--- src/rtl/exec_stage_mc_if.sv ---
// exec_stage_mc_if: ID/EX-facing request and EX/MEM-facing result bundle for exec_stage_mc.
interface exec_stage_mc_if #(parameter int DATA_W = 32, parameter int IMM_W = 24);
  logic              in_valid, in_ready;
  logic              wbEnIn, memREnIn, memWEnIn, branchTakenIn, ldStatus, imm, carryIn;
  logic              isMul, isMla;
  logic [3:0]        exeCmd;
  logic [DATA_W-1:0] val1, valRm, valAcc, pc;
  logic [11:0]       shifterOperand;
  logic [IMM_W-1:0]  signedImm24;
  logic [3:0]        dest;
  logic              out_valid, wbEnOut, memREnOut, memWEnOut, branchTakenOut;
  logic [DATA_W-1:0] aluRes, exeValRm, branchAddr;
  logic [3:0]        exeDest, status;
  modport master (
    output in_valid, wbEnIn, memREnIn, memWEnIn, branchTakenIn, ldStatus, imm, carryIn,
           isMul, isMla, exeCmd, val1, valRm, valAcc, pc, shifterOperand, signedImm24, dest,
    input  in_ready, out_valid, wbEnOut, memREnOut, memWEnOut, branchTakenOut,
           aluRes, exeValRm, branchAddr, exeDest, status
  );
  modport slave (
    input  in_valid, wbEnIn, memREnIn, memWEnIn, branchTakenIn, ldStatus, imm, carryIn,
           isMul, isMla, exeCmd, val1, valRm, valAcc, pc, shifterOperand, signedImm24, dest,
    output in_ready, out_valid, wbEnOut, memREnOut, memWEnOut, branchTakenOut,
           aluRes, exeValRm, branchAddr, exeDest, status
  );
endinterface

--- src/rtl/exec_stage_mc.sv ---
// exec_stage_mc: registered execute stage with single-cycle ALU and iterative shift-add MUL/MLA.
module exec_stage_mc #(
  parameter int DATA_W   = 32,
  parameter int MUL_STEP = 4,
  parameter int IMM_W    = 24
) (
  input logic            clk,
  input logic            rst,
  input logic            flush,
  exec_stage_mc_if.slave bus
);
  localparam int MUL_CYC = DATA_W / MUL_STEP;
  localparam int CNT_W   = MUL_CYC > 1 ? $clog2(MUL_CYC) : 1;
  typedef enum logic {IDLE, MUL} state_e;
  typedef struct packed {
    logic              wb, mr, mw, bt;
    logic [3:0]        dest;
    logic [DATA_W-1:0] rm, ba;
  } fields_t;
  state_e            state_q, state_d;
  logic [CNT_W-1:0]  cnt_q;
  logic [DATA_W-1:0] mcand_q, mplier_q, acc_q, step_acc;
  logic              cap_ld_q;
  fields_t           cap_q, out_q, in_f;
  logic              out_valid_q;
  logic [DATA_W-1:0] alu_q;
  logic [3:0]        status_q;
  logic              accept, is_mul, last, ret_alu, ret_mul;
  logic [4:0]        sh, rot;
  logic [DATA_W-1:0] rm, imm_ext, imm_rot, sh_res, val2, bb, alu_res, off;
  logic [DATA_W:0]   sum;
  logic              is_sub, is_arith, cin, valid_cmd, n, z, c, v;
  assign is_mul = bus.isMul | bus.isMla;
  assign accept = bus.in_valid && bus.in_ready && !flush;
  assign last   = cnt_q == CNT_W'(MUL_CYC - 1);
  assign ret_alu = accept && !is_mul;
  assign ret_mul = state_q == MUL && last && !flush;
  // Operand 2: immediate rotate or register shift
  assign rm      = bus.valRm;
  assign sh      = bus.shifterOperand[11:7];
  assign rot     = {bus.shifterOperand[11:8], 1'b0};
  assign imm_ext = {{(DATA_W-8){1'b0}}, bus.shifterOperand[7:0]};
  assign imm_rot = (imm_ext >> rot) | (imm_ext << (DATA_W - int'(rot)));
  assign sh_res  = bus.shifterOperand[6:5] == 2'b00 ? rm << sh :
                   bus.shifterOperand[6:5] == 2'b01 ? rm >> sh :
                   bus.shifterOperand[6:5] == 2'b10 ? $unsigned($signed(rm) >>> sh) :
                   (rm >> sh) | (rm << (DATA_W - int'(sh)));
  assign val2 = (bus.memREnIn | bus.memWEnIn) ? DATA_W'(bus.shifterOperand) :
                bus.imm ? imm_rot : sh_res;
  // Subtraction is a + ~b + cin so C reads as "no borrow"
  assign is_sub   = bus.exeCmd == 4'b0100 || bus.exeCmd == 4'b0101;
  assign is_arith = bus.exeCmd inside {4'b0010, 4'b0011, 4'b0100, 4'b0101};
  assign cin      = (bus.exeCmd == 4'b0011 || bus.exeCmd == 4'b0101) ? bus.carryIn : is_sub;
  assign bb       = is_sub ? ~val2 : val2;
  assign sum      = {1'b0, bus.val1} + {1'b0, bb} + {{DATA_W{1'b0}}, cin};
  always_comb begin
    alu_res = '0;
    case (bus.exeCmd)
      4'b0001:                            alu_res = val2;
      4'b1001:                            alu_res = ~val2;
      4'b0010, 4'b0011, 4'b0100, 4'b0101: alu_res = sum[DATA_W-1:0];
      4'b0110:                            alu_res = bus.val1 & val2;
      4'b0111:                            alu_res = bus.val1 | val2;
      4'b1000:                            alu_res = bus.val1 ^ val2;
      default:                            alu_res = '0;
    endcase
  end
  assign valid_cmd = bus.exeCmd inside {[4'b0001:4'b1001]};
  assign n = valid_cmd & alu_res[DATA_W-1];
  assign z = valid_cmd & (alu_res == '0);
  assign c = is_arith & sum[DATA_W];
  assign v = is_arith & (bus.val1[DATA_W-1] == bb[DATA_W-1]) & (alu_res[DATA_W-1] != bus.val1[DATA_W-1]);
  assign off  = DATA_W'($signed(bus.signedImm24));
  assign in_f = '{wb: bus.wbEnIn, mr: bus.memREnIn, mw: bus.memWEnIn, bt: bus.branchTakenIn,
                  dest: bus.dest, rm: bus.valRm, ba: bus.pc + (off << 2)};
  assign step_acc = acc_q + mcand_q * DATA_W'(mplier_q[MUL_STEP-1:0]);
  always_comb begin
    state_d = state_q;
    if (flush) state_d = IDLE;
    else if (state_q == IDLE && accept && is_mul) state_d = MUL;
    else if (state_q == MUL && last) state_d = IDLE;
  end
  always_ff @(posedge clk) begin
    if (rst) begin
      state_q     <= IDLE;
      cnt_q       <= '0;
      mcand_q     <= '0;
      mplier_q    <= '0;
      acc_q       <= '0;
      cap_q       <= '0;
      cap_ld_q    <= 1'b0;
      out_q       <= '0;
      out_valid_q <= 1'b0;
      alu_q       <= '0;
      status_q    <= '0;
    end else begin
      state_q     <= state_d;
      out_valid_q <= ret_alu || ret_mul;
      if (accept && is_mul) begin
        mcand_q  <= bus.val1;
        mplier_q <= bus.valRm;
        acc_q    <= bus.isMla ? bus.valAcc : '0;
        cnt_q    <= '0;
        cap_q    <= in_f;
        cap_ld_q <= bus.ldStatus;
      end else if (state_q == MUL) begin
        mcand_q  <= mcand_q << MUL_STEP;
        mplier_q <= mplier_q >> MUL_STEP;
        acc_q    <= step_acc;
        cnt_q    <= cnt_q + CNT_W'(1);
      end
      if (ret_alu) begin
        out_q <= in_f;
        alu_q <= alu_res;
        if (bus.ldStatus) status_q <= {n, z, c, v};
      end else if (ret_mul) begin
        out_q <= cap_q;
        alu_q <= step_acc;
        if (cap_ld_q) status_q <= {step_acc[DATA_W-1], step_acc == '0, status_q[1:0]};
      end
    end
  end
  assign bus.in_ready       = state_q == IDLE;
  assign bus.out_valid      = out_valid_q;
  assign bus.wbEnOut        = out_q.wb;
  assign bus.memREnOut      = out_q.mr;
  assign bus.memWEnOut      = out_q.mw;
  assign bus.branchTakenOut = out_q.bt;
  assign bus.exeDest        = out_q.dest;
  assign bus.exeValRm       = out_q.rm;
  assign bus.branchAddr     = out_q.ba;
  assign bus.aluRes         = alu_q;
  assign bus.status         = status_q;
endmodule
--- src/flat_wrapper.sv ---
// flat-port wrapper written by rule: the top's interface ports become plain ports
module exec_stage_mc_flat 
#(
  parameter int DATA_W   = 32,
  parameter int MUL_STEP = 4,
  parameter int IMM_W    = 24
)
  (clk, rst, flush, bus_in_valid, bus_wbEnIn, bus_memREnIn, bus_memWEnIn, bus_branchTakenIn, bus_ldStatus, bus_imm, bus_carryIn, bus_isMul, bus_isMla, bus_exeCmd, bus_val1, bus_valRm, bus_valAcc, bus_pc, bus_shifterOperand, bus_signedImm24, bus_dest, bus_in_ready, bus_out_valid, bus_wbEnOut, bus_memREnOut, bus_memWEnOut, bus_branchTakenOut, bus_aluRes, bus_exeValRm, bus_branchAddr, bus_exeDest, bus_status);
  exec_stage_mc_if #(.DATA_W(DATA_W), .IMM_W(IMM_W)) bus_i ();
  input logic clk;
  input logic rst;
  input logic flush;
  input wire logic [$bits(bus_i.in_valid)-1:0] bus_in_valid;
  input wire logic [$bits(bus_i.wbEnIn)-1:0] bus_wbEnIn;
  input wire logic [$bits(bus_i.memREnIn)-1:0] bus_memREnIn;
  input wire logic [$bits(bus_i.memWEnIn)-1:0] bus_memWEnIn;
  input wire logic [$bits(bus_i.branchTakenIn)-1:0] bus_branchTakenIn;
  input wire logic [$bits(bus_i.ldStatus)-1:0] bus_ldStatus;
  input wire logic [$bits(bus_i.imm)-1:0] bus_imm;
  input wire logic [$bits(bus_i.carryIn)-1:0] bus_carryIn;
  input wire logic [$bits(bus_i.isMul)-1:0] bus_isMul;
  input wire logic [$bits(bus_i.isMla)-1:0] bus_isMla;
  input wire logic [$bits(bus_i.exeCmd)-1:0] bus_exeCmd;
  input wire logic [$bits(bus_i.val1)-1:0] bus_val1;
  input wire logic [$bits(bus_i.valRm)-1:0] bus_valRm;
  input wire logic [$bits(bus_i.valAcc)-1:0] bus_valAcc;
  input wire logic [$bits(bus_i.pc)-1:0] bus_pc;
  input wire logic [$bits(bus_i.shifterOperand)-1:0] bus_shifterOperand;
  input wire logic [$bits(bus_i.signedImm24)-1:0] bus_signedImm24;
  input wire logic [$bits(bus_i.dest)-1:0] bus_dest;
  output wire logic [$bits(bus_i.in_ready)-1:0] bus_in_ready;
  output wire logic [$bits(bus_i.out_valid)-1:0] bus_out_valid;
  output wire logic [$bits(bus_i.wbEnOut)-1:0] bus_wbEnOut;
  output wire logic [$bits(bus_i.memREnOut)-1:0] bus_memREnOut;
  output wire logic [$bits(bus_i.memWEnOut)-1:0] bus_memWEnOut;
  output wire logic [$bits(bus_i.branchTakenOut)-1:0] bus_branchTakenOut;
  output wire logic [$bits(bus_i.aluRes)-1:0] bus_aluRes;
  output wire logic [$bits(bus_i.exeValRm)-1:0] bus_exeValRm;
  output wire logic [$bits(bus_i.branchAddr)-1:0] bus_branchAddr;
  output wire logic [$bits(bus_i.exeDest)-1:0] bus_exeDest;
  output wire logic [$bits(bus_i.status)-1:0] bus_status;
  assign bus_i.in_valid = bus_in_valid;
  assign bus_i.wbEnIn = bus_wbEnIn;
  assign bus_i.memREnIn = bus_memREnIn;
  assign bus_i.memWEnIn = bus_memWEnIn;
  assign bus_i.branchTakenIn = bus_branchTakenIn;
  assign bus_i.ldStatus = bus_ldStatus;
  assign bus_i.imm = bus_imm;
  assign bus_i.carryIn = bus_carryIn;
  assign bus_i.isMul = bus_isMul;
  assign bus_i.isMla = bus_isMla;
  assign bus_i.exeCmd = bus_exeCmd;
  assign bus_i.val1 = bus_val1;
  assign bus_i.valRm = bus_valRm;
  assign bus_i.valAcc = bus_valAcc;
  assign bus_i.pc = bus_pc;
  assign bus_i.shifterOperand = bus_shifterOperand;
  assign bus_i.signedImm24 = bus_signedImm24;
  assign bus_i.dest = bus_dest;
  assign bus_in_ready = bus_i.in_ready;
  assign bus_out_valid = bus_i.out_valid;
  assign bus_wbEnOut = bus_i.wbEnOut;
  assign bus_memREnOut = bus_i.memREnOut;
  assign bus_memWEnOut = bus_i.memWEnOut;
  assign bus_branchTakenOut = bus_i.branchTakenOut;
  assign bus_aluRes = bus_i.aluRes;
  assign bus_exeValRm = bus_i.exeValRm;
  assign bus_branchAddr = bus_i.branchAddr;
  assign bus_exeDest = bus_i.exeDest;
  assign bus_status = bus_i.status;
  exec_stage_mc #(.DATA_W(DATA_W), .MUL_STEP(MUL_STEP), .IMM_W(IMM_W)) u_core (.clk(clk), .rst(rst), .flush(flush), .bus(bus_i));
endmodule
--- config.mk ---
export PLATFORM = sky130hd
export DESIGN_NAME = exec_stage_mc_flat
export DESIGN_NICKNAME = d
export VERILOG_FILES = /design/src/rtl/exec_stage_mc_if.sv /design/src/rtl/exec_stage_mc.sv /design/src/flat_wrapper.sv
export SDC_FILE = /design/constraint.sdc
export NUM_CORES = 2
export LEC_CHECK = 0
export ABC_AREA = 0
export BUFFER_PORTS_ARGS = -buffer_cell sky130_fd_sc_hd__buf_2
export CAP_MARGIN = 5
export CORE_MARGIN = 1
export CORE_UTILIZATION = 40
export CTS_CLUSTER_SIZE = 20
export DETAILED_ROUTE_END_ITERATION = 16
export SYNTH_ARGS = -nofsm -noshare
export SYNTH_HDL_FRONTEND = slang
export SYNTH_SLANG_ARGS = --single-unit
--- constraint.sdc ---
create_clock -name clk -period 10.2 [get_ports clk]
set_input_delay 0.51 -clock clk [delete_from_list [all_inputs] [get_ports clk]]
set_output_delay 0.51 -clock clk [all_outputs]
set_load 0.05 [all_outputs]
==> results.json <==
{
  "endpoint_kind": "flop",
  "detail-route-antenna-nets": 0,
  "cts.root.buffer_cell": "sky130_fd_sc_hd__clkbuf_16",
  "timing.setup.tns_ps": 0,
  "synth_area_sq_um": 29100,
  "fin_worst_skew_ps": 12.2,
  "total_power_mw": 3.72,
  "grt_start_max_net_pins": 104,
  "timing.critical_path.from": "bus_shifterOperand[8]",
  "finalWorstPathRequiredPeriod_ps": 7680,
  "timing.setup.critical_path_class": "in -> reg",
  "crit-reg2reg-launch": "u_core.mplier_q[2]$_SDFFE_PP0P_",
  "synth.top_cells.by_count": "486 x sky130_fd_sc_hd__nand2_1, 418 x sky130_fd_sc_hd__a21oi_1, 282 x sky130_fd_sc_hd__dfxtp_1",
  "layout-drive-gt1-share_pct": 15.5,
  "syn_inst": 3678,
  "vdd_drop_max_mv": 0.116,
  "timing.final.setup_violations": 0,
  "r2r-end": "u_core.bus.status[2]$_SDFFE_PP0P_",
  "core_sq_um": 71700,
  "synth_largest_area_cell": "sky130_fd_sc_hd__dfxtp_1",
  "m2_gr_usage_pct": 50.6,
  "timing.critical_path.from_type": "primary input",
  "async_reset_ff_share_pct": 0,
  "clk-insertion-delay-late_ps": 590,
  "cts_hold_repair.buffers": 0,
  "synth-edff-count": 0,
  "cts_inserted_buffers": 31,
  "via_count": 30100,
  "top_usage_layer": "met2",
  "rows": 98,
  "placement.io_buffers": 294,
  "violation_count_after_the_first_detailed_route_iteration": 3721,
  "yosys_warnings": 0,
  "detail_route.wl_per_cell_um": 26.1,
  "setup.reg_to_reg.worst_slack_ps": 3690,
  "r2r_cells": 19,
  "grt_pass1_wl_mm": 185,
  "drt_pre_antenna_iters": 6,
  "power_leakage_nw": 13.1,
  "postRouteWirelength_mm": 124,
  "grt_use_met3_pct": 7.27,
  "clock_tree.buffer_depth": 3,
  "synth-seq-area-share_pct": 19.4,
  "final_nets": 4197,
  "clkSlewWorstSetupHoldPaths_ps": 70,
  "floorplan.initialDensity_pct": 40.6,
  "dominantRegCellSynth": "sky130_fd_sc_hd__dfxtp_1",
  "hold_path.class": "in -> reg",
  "grt_antenna_before_repair": 4,
  "run_status": "completed",
  "dieArea_sq_um": 73800,
  "grt_setup_unrepaired": "no",
  "timing.max_cap.violations": 0,
  "post_synth.cell_area_avg_sq_um": 7.91,
  "groute.layer.met1.usage_pct": 42.5,
  "measured_slew_at_the_worst_slew_check_pin_ps": 1140,
  "slew-limit-headroom_pct": 23.6,
  "remaining_design_rule_violation_count": 0,
  "post_synth_main_area_contributors": "sky130_fd_sc_hd__dfxtp_1 19%, sky130_fd_sc_hd__a21oi_1 7.2%, sky130_fd_sc_hd__ha_1 7.1%",
  "dpl.hpwl_mm": 90.7,
  "cellPowerDensity_nw_per_um2": 116,
  "critPathArrivalTime_ps": 8210,
  "timing.critical_path.required_ps": 10730,
  "fmax_mhz": 130,
  "synth_seq_cells": 282,
  "numClockSinks": 282,
  "io-pin-count": 295,
  "place.gp.congestion": 1.06,
  "yosys.cell_count.top_type": "sky130_fd_sc_hd__nand2_1",
  "postCtsSetupRepairBufs": 0,
  "synth.net_count": 4116,
  "die_height_um": 272,
  "fillerInstances": 7354,
  "total_global_routing_overflow": 0,
  "finalHoldViolCount": 0,
  "p_r_area_growth_vs_syn_pct": 10.2,
  "ratio_of_routed_vias_to_standard_cells": 6.35,
  "clock_tree.htree_level_count": 1,
  "netlist-cell-type-count": 104,
  "cts_tree": "built",
  "finalMaxSlewViolations": 0,
  "capture_point_of_the_worst_path": "u_core.bus.status[2]$_SDFFE_PP0P_",
  "grt_usage_pct": 32.4,
  "dieWidth_um": 272,
  "cts-resized-gates": 0,
  "vias_in_the_first_global_route": 28600,
  "critical_path_peak_fanout": 52,
  "synth_largest_type_area_fraction_pct": 19.4,
  "period_share_pct": 75.3
}
-- critical path, cell delays in order --
cell and delay [ps]:
sky130_fd_sc_hd__buf_6 230, sky130_fd_sc_hd__inv_2 310, sky130_fd_sc_hd__ha_1 440, sky130_fd_sc_hd__nor2b_1 640
sky130_fd_sc_hd__nand3_1 320, sky130_fd_sc_hd__a221oi_1 510, sky130_fd_sc_hd__a211oi_1 210, sky130_fd_sc_hd__a31oi_1 720
sky130_fd_sc_hd__xnor2_1 160, sky130_fd_sc_hd__fa_1 430, sky130_fd_sc_hd__fa_1 430, sky130_fd_sc_hd__nand2b_1 200
sky130_fd_sc_hd__a2111oi_0 850, sky130_fd_sc_hd__o21ai_0 250, sky130_fd_sc_hd__and3b_1 230, sky130_fd_sc_hd__o21ai_0 140
sky130_fd_sc_hd__and4_1 200, sky130_fd_sc_hd__and4b_1 180, sky130_fd_sc_hd__nor4b_1 210, sky130_fd_sc_hd__nand4_1 270
sky130_fd_sc_hd__nor4_1 460, sky130_fd_sc_hd__nand4_1 150, sky130_fd_sc_hd__nand3_1 100
-- cell families (layout without fill, tap and decap cells) --
group           count (synthesis)  after routing  share of synthesized area, %
simple gates                 1215           1215                          19.5
buf+inv                       430            533                          6.35
other cells                     0              1                             0
mux                           241            241                          12.3
flops                         282            282                          19.4
compound gates               1127           1127                          25.3
fa+ha+maj                     253            253                          13.2
xor+xnor                      130            130                          3.96
-- where the power goes --
part / switching (mW) / internal (mW) / total, mW / leakage (nW)
Clock: 0.499 / 0.731 / 1.23 / 0.521
Combinational: 0.838 / 0.454 / 1.29 / 10.3
Sequential: 0.0476 / 1.15 / 1.20 / 2.29
-- worst min-delay path by stage --
stage | from | end | cells after the start
after floorplan | u_core.cap_q[22]$_SDFFE_PP0P_ | u_core.cap_q[22]$_SDFFE_PP0P_ | 2
after global placement | u_core.bus.exeValRm[8]$_SDFFE_PP0P_ | u_core.bus.exeValRm[8]$_SDFFE_PP0P_ | 2
after detailed placement | u_core.cap_q[55]$_SDFFE_PP0P_ | u_core.cap_q[55]$_SDFFE_PP0P_ | 2
after CTS | bus_dest[2] | u_core.cap_q[66]$_SDFFE_PP0P_ | 3
after global routing | bus_dest[1] | u_core.cap_q[65]$_SDFFE_PP0P_ | 3
final | bus_dest[2] | u_core.cap_q[66]$_SDFFE_PP0P_ | 3
-- per-layer routing --
layer | wire length, um | part of all wire (%)
met3 | 12100 | 9.8
met1 | 49700 | 40
met4 | 6470 | 5.2
met2 | 55300 | 45
met5 | 46 | 0.037
-- flip-flops by register name (all words and copies together) (netlist names), 3 cells and up --
| name | cells |
|---|---|
| u_core.acc_q | 32 |
| u_core.bus.exeDest | 4 |
| u_core.bus.branchAddr | 32 |
| u_core.bus.status | 4 |
| u_core.cnt_q | 3 |
| u_core.mplier_q | 32 |
| u_core.cap_q | 72 |
| u_core.mcand_q | 32 |
| u_core.bus.exeValRm | 32 |
| u_core.bus.aluRes | 32 |
-- layout by cell type (no fill, tap or decap), drive strengths merged, types with 79 or more instances in the layout --
cell type and instances:
mux2i 114, o21ai 126, xnor2 88, and2 130
a31oi 79, nor3 87, nand2 486, a22oi 120
mux4 88, inv 123, nor2 245, buf 355
ha 164, dfxtp 282, a21oi 419, fa 89
-- area by class of cell --
cell class	count	area [sq um]	share of cell area [%]
Multi-Input combinational cell	2966	21700	67.7
Sequential cell	282	5650	17.6
Timing Repair Buffer	355	1950	6.10
Tap cell	950	1190	3.71
Clock buffer	42	877	2.74
Inverter	123	462	1.44
Clock inverter	13	225	0.702
Antenna cell	1	2.50	0.00780
-- through the flow --
step           hold WS (ps)  utilization, %  worst slack (ps)  cell area [sq um]  std cells
2_1_floorplan           436               -              3700              29100       3678
3_3_place_gp            441            43.2              2280              31000       4676
3_5_place_dp            447            43.2              2190              31000       4676
4_1_cts                 128            44.7              2770              32100       4731
5_1_grt                 160            44.7              2050              32100       4732
6_report                163            44.7              2520              32100       4732
No activity file was read; power rests on OpenSTA's default activity.
